--- src/rtl/fifo_wr_arbiter_1_if.sv ---
// Write-port bundle between NUM_REQ requesters, the shared FIFO write side and the arbiter.
// The master side drives requests, data and the FIFO full flag; the slave side is the arbiter.
interface fifo_wr_arbiter_1_if #(
  parameter int NUM_REQ      = 4,
  parameter int MEMORY_WIDTH = 8,
  parameter int ID_WIDTH     = 2
);
  logic [NUM_REQ-1:0]              req;
  logic [NUM_REQ*MEMORY_WIDTH-1:0] req_data;
  logic                            w_full;
  logic [NUM_REQ-1:0]              gnt;
  logic [ID_WIDTH-1:0]             grant_id;
  logic                            w_en;
  logic [MEMORY_WIDTH-1:0]         wdata;
  logic                            busy;

  modport master (
    output req, req_data, w_full,
    input  gnt, grant_id, w_en, wdata, busy
  );

  modport slave (
    input  req, req_data, w_full,
    output gnt, grant_id, w_en, wdata, busy
  );
endinterface

--- src/rtl/fifo_wr_arbiter_1.sv ---
// Round-robin burst scheduler sharing one FIFO write port among NUM_REQ requesters (w_clk domain).
// Define FIFO_WR_ARB_STATS_EN to add the stall_cnt output and stats_clr input.
module fifo_wr_arbiter_1 #(
  parameter int NUM_REQ      = 4,
  parameter int MEMORY_WIDTH = 8,
  parameter int MAX_BURST    = 4,
  parameter int ID_WIDTH     = 2
) (
  input  logic                     w_clk,
  input  logic                     wrst,
  fifo_wr_arbiter_1_if.slave       bus
`ifdef FIFO_WR_ARB_STATS_EN
  ,
  input  logic                     stats_clr,
  output logic [15:0]              stall_cnt
`endif
);

  localparam int unsigned          NREQ_U    = NUM_REQ;
  localparam int                   BEAT_W    = $clog2(MAX_BURST) + 1;
  localparam logic [BEAT_W-1:0]    LAST_BEAT = BEAT_W'(MAX_BURST - 1);
  localparam logic [ID_WIDTH-1:0]  LAST_REQ  = ID_WIDTH'(NUM_REQ - 1);

  typedef enum logic {
    IDLE,
    BURST
  } state_e;

  state_e                state_q, state_d;
  logic [NUM_REQ-1:0]    gnt_q, gnt_d;
  logic [ID_WIDTH-1:0]   grant_id_q, grant_id_d;
  logic [ID_WIDTH-1:0]   last_ptr_q, last_ptr_d;
  logic [BEAT_W-1:0]     beat_q, beat_d;

  logic                  in_burst;
  logic                  req_sel;
  logic                  accept;
  logic                  win_found;
  logic [ID_WIDTH-1:0]   win_id;
  logic [ID_WIDTH-1:0]   rr_cand;
  logic [MEMORY_WIDTH-1:0] wdata_mux;

  assign in_burst = (state_q == BURST);
  assign req_sel  = bus.req[grant_id_q];
  assign accept   = in_burst & req_sel & ~bus.w_full;

  // Search starts just above the last winner, so the requester just served ranks lowest.
  always_comb begin
    win_found = 1'b0;
    win_id    = '0;
    rr_cand   = '0;
    for (int unsigned k = 1; k <= NREQ_U; k++) begin
      rr_cand = ID_WIDTH'((32'(last_ptr_q) + k) % NREQ_U);
      if (!win_found && bus.req[rr_cand]) begin
        win_found = 1'b1;
        win_id    = rr_cand;
      end
    end
  end

  always_comb begin
    state_d    = state_q;
    gnt_d      = gnt_q;
    grant_id_d = grant_id_q;
    last_ptr_d = last_ptr_q;
    beat_d     = beat_q;
    unique case (state_q)
      IDLE: begin
        gnt_d = '0;
        if (win_found) begin
          state_d    = BURST;
          gnt_d      = NUM_REQ'(1) << win_id;
          grant_id_d = win_id;
          last_ptr_d = win_id;
          beat_d     = '0;
        end
      end
      BURST: begin
        if (accept) begin
          if (beat_q == LAST_BEAT) begin
            state_d = IDLE;
            gnt_d   = '0;
          end else begin
            beat_d = beat_q + BEAT_W'(1);
          end
        end else if (!req_sel) begin
          state_d = IDLE;
          gnt_d   = '0;
        end
      end
      default: begin
        state_d = IDLE;
        gnt_d   = '0;
      end
    endcase
  end

  always_ff @(posedge w_clk or posedge wrst) begin
    if (wrst) begin
      state_q    <= IDLE;
      gnt_q      <= '0;
      grant_id_q <= '0;
      last_ptr_q <= LAST_REQ;
      beat_q     <= '0;
    end else begin
      state_q    <= state_d;
      gnt_q      <= gnt_d;
      grant_id_q <= grant_id_d;
      last_ptr_q <= last_ptr_d;
      beat_q     <= beat_d;
    end
  end

  // Data is forced to zero outside a burst so idle cycles never show a stale word.
  always_comb begin
    wdata_mux = '0;
    for (int unsigned i = 0; i < NREQ_U; i++) begin
      if (in_burst && (grant_id_q == ID_WIDTH'(i))) begin
        wdata_mux = bus.req_data[i*MEMORY_WIDTH +: MEMORY_WIDTH];
      end
    end
  end

  assign bus.gnt      = gnt_q;
  assign bus.grant_id = grant_id_q;
  assign bus.busy     = in_burst;
  assign bus.w_en     = accept;
  assign bus.wdata    = wdata_mux;

`ifdef FIFO_WR_ARB_STATS_EN
  logic [15:0] stall_cnt_q, stall_cnt_d;

  always_comb begin
    stall_cnt_d = stall_cnt_q;
    if (stats_clr) begin
      stall_cnt_d = '0;
    end else if (in_burst && req_sel && bus.w_full && (stall_cnt_q != '1)) begin
      stall_cnt_d = stall_cnt_q + 16'd1;
    end
  end

  always_ff @(posedge w_clk or posedge wrst) begin
    if (wrst) begin
      stall_cnt_q <= '0;
    end else begin
      stall_cnt_q <= stall_cnt_d;
    end
  end

  assign stall_cnt = stall_cnt_q;
`endif

  a_gnt_onehot: assert property (@(posedge w_clk) disable iff (wrst)
    $onehot0(gnt_q));

  a_gnt_matches_state: assert property (@(posedge w_clk) disable iff (wrst)
    in_burst == (gnt_q != '0));

  a_gnt_matches_id: assert property (@(posedge w_clk) disable iff (wrst)
    in_burst |-> gnt_q[grant_id_q]);

  a_no_write_when_full: assert property (@(posedge w_clk) disable iff (wrst)
    bus.w_en |-> !bus.w_full);

  a_beat_in_range: assert property (@(posedge w_clk) disable iff (wrst)
    beat_q <= LAST_BEAT);

endmodule

--- src/flat_wrapper.sv ---
// flat-port wrapper written by rule: the top's interface ports become plain ports
module fifo_wr_arbiter_1_flat 
#(
  parameter int NUM_REQ      = 4,
  parameter int MEMORY_WIDTH = 8,
  parameter int MAX_BURST    = 4,
  parameter int ID_WIDTH     = 2
)
  (w_clk, wrst, bus_req, bus_req_data, bus_w_full, bus_gnt, bus_grant_id, bus_w_en, bus_wdata, bus_busy);
  fifo_wr_arbiter_1_if #(.NUM_REQ(NUM_REQ), .MEMORY_WIDTH(MEMORY_WIDTH), .ID_WIDTH(ID_WIDTH)) bus_i ();
  input  logic w_clk;
  input  logic wrst;
  input wire logic [$bits(bus_i.req)-1:0] bus_req;
  input wire logic [$bits(bus_i.req_data)-1:0] bus_req_data;
  input wire logic [$bits(bus_i.w_full)-1:0] bus_w_full;
  output wire logic [$bits(bus_i.gnt)-1:0] bus_gnt;
  output wire logic [$bits(bus_i.grant_id)-1:0] bus_grant_id;
  output wire logic [$bits(bus_i.w_en)-1:0] bus_w_en;
  output wire logic [$bits(bus_i.wdata)-1:0] bus_wdata;
  output wire logic [$bits(bus_i.busy)-1:0] bus_busy;
  assign bus_i.req = bus_req;
  assign bus_i.req_data = bus_req_data;
  assign bus_i.w_full = bus_w_full;
  assign bus_gnt = bus_i.gnt;
  assign bus_grant_id = bus_i.grant_id;
  assign bus_w_en = bus_i.w_en;
  assign bus_wdata = bus_i.wdata;
  assign bus_busy = bus_i.busy;
  fifo_wr_arbiter_1 #(.NUM_REQ(NUM_REQ), .MEMORY_WIDTH(MEMORY_WIDTH), .MAX_BURST(MAX_BURST), .ID_WIDTH(ID_WIDTH)) u_core (.w_clk(w_clk), .wrst(wrst), .bus(bus_i));
endmodule
--- config.mk ---
export PLATFORM = sky130hd
export DESIGN_NAME = fifo_wr_arbiter_1_flat
export DESIGN_NICKNAME = d
export VERILOG_FILES = /design/src/rtl/fifo_wr_arbiter_1_if.sv /design/src/rtl/fifo_wr_arbiter_1.sv /design/src/flat_wrapper.sv
export SDC_FILE = /design/constraint.sdc
export NUM_CORES = 1
export LEC_CHECK = 0
export CAP_MARGIN = 20
export CELL_PAD_IN_SITES_DETAIL_PLACEMENT = 1
export CELL_PAD_IN_SITES_GLOBAL_PLACEMENT = 1
export CORE_AREA = 4 4 63 65
export CTS_CLUSTER_SIZE = 25
export DETAILED_ROUTE_END_ITERATION = 8
export DIE_AREA = 0 0 67 69
export GPL_ROUTABILITY_DRIVEN = 0
export PLACE_DENSITY = 0.75
export SLEW_MARGIN = 10
export SYNTH_ARGS = -nofsm -noshare
export SYNTH_HDL_FRONTEND = slang
export SYNTH_SLANG_ARGS = --single-unit
--- constraint.sdc ---
create_clock -name w_clk -period 1.7 [get_ports w_clk]
set_input_delay 0.34 -clock w_clk [delete_from_list [all_inputs] [get_ports w_clk]]
set_output_delay 0.34 -clock w_clk [all_outputs]
set_load 0.005 [all_outputs]
==> results of run 1 <==
## power groups by stage
| stage | Sequential (mW) | Combinational (mW) | Clock [mW] |
|---|---|---|---|
| after floorplan | 0.519 | 0.719 | 0 |
| after global routing | 0.587 | 1.94 | 0.246 |
| after global placement | 0.586 | 1.41 | 0 |
| after detailed placement | 0.597 | 1.47 | 0 |
| final | 0.558 | 1.79 | 0.229 |
| after CTS | 0.566 | 1.75 | 0.237 |
## cells in the mapped netlist
cell | count | area [µm²]
mux4_2 | 1 | 22.5
a31o_2 | 1 | 8.76
a22o_1 | 1 | 8.76
or2_2 | 2 | 12.5
a2bb2o_1 | 1 | 10.0
or3_1 | 1 | 6.26
a21o_1 | 2 | 15.0
o2bb2ai_1 | 1 | 8.76
and2_1 | 8 | 50.1
clkbuf_1 | 1 | 3.75
mux2i_1 | 4 | 40.0
nand3b_1 | 1 | 7.51
buf_6 | 1 | 11.3
a32o_1 | 1 | 10.0
nand2_1 | 9 | 33.8
ha_1 | 2 | 25.0
dfstp_2 | 2 | 52.6
dfrtp_1 | 10 | 250
nand2b_1 | 3 | 18.8
mux2_2 | 2 | 22.5
mux4_1 | 8 | 210
a21oi_1 | 3 | 15.0
nor2b_1 | 1 | 6.26
inv_1 | 4 | 15.0
o221ai_1 | 1 | 8.76
buf_2 | 2 | 10.0
nor2_1 | 4 | 15.0
## layout make-up
| type | count | area share (%) |
|---|---|---|
| Clock buffer | 4 | 2.13 |
| Inverter | 4 | 0.880 |
| Multi-Input combinational cell | 57 | 32.6 |
| Sequential cell | 12 | 17.9 |
| Tap cell | 46 | 3.37 |
| Timing Repair Buffer | 77 | 43.1 |
## flip-flops by register name, indices dropped and copies added, names as in the netlist
register             count
u_core.bus.grant_id      2
u_core.bus.busy          1
u_core.bus.gnt           4
u_core.beat_q            3
u_core.last_ptr_q        2
## routing by layer
| metal | wire [µm] | vias up |
|---|---|---|
| li1 | - | 436 |
| met1 | 1370 | 476 |
| met2 | 1650 | 52 |
| met3 | 402 | 0 |
| met4 | 0 | 0 |
| met5 | 0 | - |
## per-stage QoR
stage	TNS [ns]	setup slack (ns)
floorplan	0	0.0851
global placement	-6.29	-0.487
detailed placement	-6.92	-0.498
CTS	-1.80	-0.280
global route	-2.39	-0.335
finish	-1.73	-0.271
## worst register-to-register path: cells and delay by family (launching register included)
family | cells | cell delay, ns
buffers and inverters | 3 | 0.39
multiplexers | 2 | 0.34
flip-flops | 1 | 0.43
AND/OR/NAND/NOR | 2 | 0.42
## repair_timing
action	4_1_cts	5_1_grt
setup endpoints to repair	20	17
gates resized for setup	68	3
pin swaps	9	0
buffers inserted	6	1
cloned	1	0
## cells by family (layout without fill, tap and decap cells)
| kind of cell | count (synthesis) | in the layout | share of synthesized area (%) |
|---|---|---|---|
| simple gates | 29 | 29 | 16.7 |
| buf+inv | 8 | 85 | 4.46 |
| compound gates | 11 | 11 | 9.47 |
| mux | 15 | 15 | 32.9 |
| flops | 12 | 12 | 33.7 |
| fa+ha+maj | 2 | 2 | 2.79 |
## how the worst min path moves through the flow
stage,start,endpoint,cells past startpoint
floorplan,wrst,u_core.beat_q[0],1
global placement,u_core.beat_q[0],u_core.beat_q[0],1
CTS,wrst,u_core.beat_q[0],2
detailed placement,u_core.bus.gnt[1],u_core.bus.gnt[1],1
global route,wrst,u_core.bus.gnt[3],2
finish,wrst,u_core.beat_q[0],2
==> impl_results.md, run 1 <==
- Run status: complete, but fails checks
- Failing checks: setup timing
- Cells along the critical path: buf_6 -> buf_6 -> mux4_2 -> and2_4 -> buf_6
- Max Clock Skew: 0.00950 ns
- Clock Path Buffers: 2
- Die X: 67 µm
- Clock latency on the worst-skew pair: 0.28 ns
- CTS root buffer: clkbuf_4
- Reg2reg start: u_core.bus.grant_id[0]
- DRC viols: 0
- Worst r2r path cells: 7
- Drt wl/cell: 17.1 µm
- Synth unique cells: 27
- Die Y: 69 µm
- Critical Path Start: u_core.bus.grant_id[0]
- Mapped Cells: 77
- DR pass1 iterations: 4
- Busiest grt layer: met2
- Int Power: 1.74 mW
- Met2 Use GR: 25.0%
- Setup violations, final: 9
- Final hold violations: 0
- ANT nets after route: 0
- LEAKAGE: 0.762 nW
- Final Critical Period: 1.97 ns
- CP Max Fanout: 5
- Mapped Nets: 118
- Share of layout cells above drive strength 1: 40.9%
- Reg clk slew, reported paths: 0.08 ns
- Cell Rows: 21
- Multi-input logic area: 556 µm²
- Reg-to-reg endpoint: u_core.beat_q[0]
- DR iter-0 viols: 13
- MaxCap Viol Count: 0
- Vias per std cell: 4.82
- Global Route Usage Sum: 14.6%
- Commonest non-fill, non-tap cell in the layout: clkdlybuf4s50_1
- Full die area: 4620 µm²
- Buf+Inv Stages, Crit Path: 3
- Hold WS: 0.354 ns
- Vias in the first global route: 1027
- Final std cells w/o fill: 200
- Most Frequent Cell on Critical Path: buf_6
- Final wirelength: 3420 µm
- Clock sink total: 12
- Crit Path Class: reg -> out
- Num CTS Buffers: 3
- Seq pwr share: 21.7%
- Avg Inst Size Synth: 11.7 µm²
- Net switching power figure: 0.836 mW
- Post-DP Area: 1600 µm²
- Slowest-stage cell, CP: mux4_2
- Post-DP HPWL: 2680 µm
- Final instance area: 1710 µm²
- Worst EP arrival: 1.63 ns
- CP Capture Type: output pin
- Mapped cell area: 898 µm²
- RSZ-0062 raised after global routing: yes
- R2R setup slack: 0.01 ns
- Synthesis-stage register bit count: 12
- Logic pwr share: 69.4%
- Warning count from the yosys run: 0
- Worst setup SP type: flip-flop
- Pwr dens: 1510 nW/µm²
- Share of total power in the clock network: 8.9%
- CTS Hold Bufs: 0
- Area grow syn2layout: 89.8%
- Final worst setup slack: -0.271 ns
- Register area share after synthesis: 33.7%
- Via count of the routed design: 964
- First-pass GRT wire length: 5270 µm
- Post-layout util: 51.1%
- Max incr delay on CP: 0.48 ns
- Port buffer count: 54
- Final Power: 2.57 mW
- Remaining Overflow, GRT: 0
- Met1 Use GR: 17.2%
- Max Slew Vio Count: 0
- Placed Cells: 188
- Initial antenna violation count: 0
- Final #Nets: 196
- Io pins: 55
- Core outline area: 3340 µm²
- VDD IR-drop max: 0.524 mV
- Fill cell count: 372
- H-tree depth: 1
- Hold crit path type: in -> async
- Most frequent cells in the layout: clkdlybuf4s50_1, buf_4, buf_6
- Fin crit share: 116%
- Sw Share: 32.5%
- Register area: 305 µm²
- Worst EP required: 1.36 ns
- Crit. path cell count: 5
- Antenna Cells: 0
- GR Layer Usage met3: 6.01%
- Worst-margin pin slew: 0.440 ns
- Initial core utilization: 26.9%
- Worst slew margin: 70.7%
- Largest net degree at the start of global routing: 13
- Crit-path leading delay family: multiplexers
- Crit path to: bus_wdata[2]
- CTS tree: yes
- Fmax: 0.507 GHz
(Power assumes the default switching activity.)
==> inputs of run 2 (changes only) <==
--- a/config.mk
+++ b/config.mk
@@ -5,7 +5,6 @@
 export SDC_FILE = /design/constraint.sdc
 export NUM_CORES = 1
 export LEC_CHECK = 0
-export CAP_MARGIN = 20
 export CELL_PAD_IN_SITES_DETAIL_PLACEMENT = 1
 export CELL_PAD_IN_SITES_GLOBAL_PLACEMENT = 1
 export CORE_AREA = 4 4 63 65
==> results of run 2 <==
Final layout, timing and power as in run 1 (identical DEF).
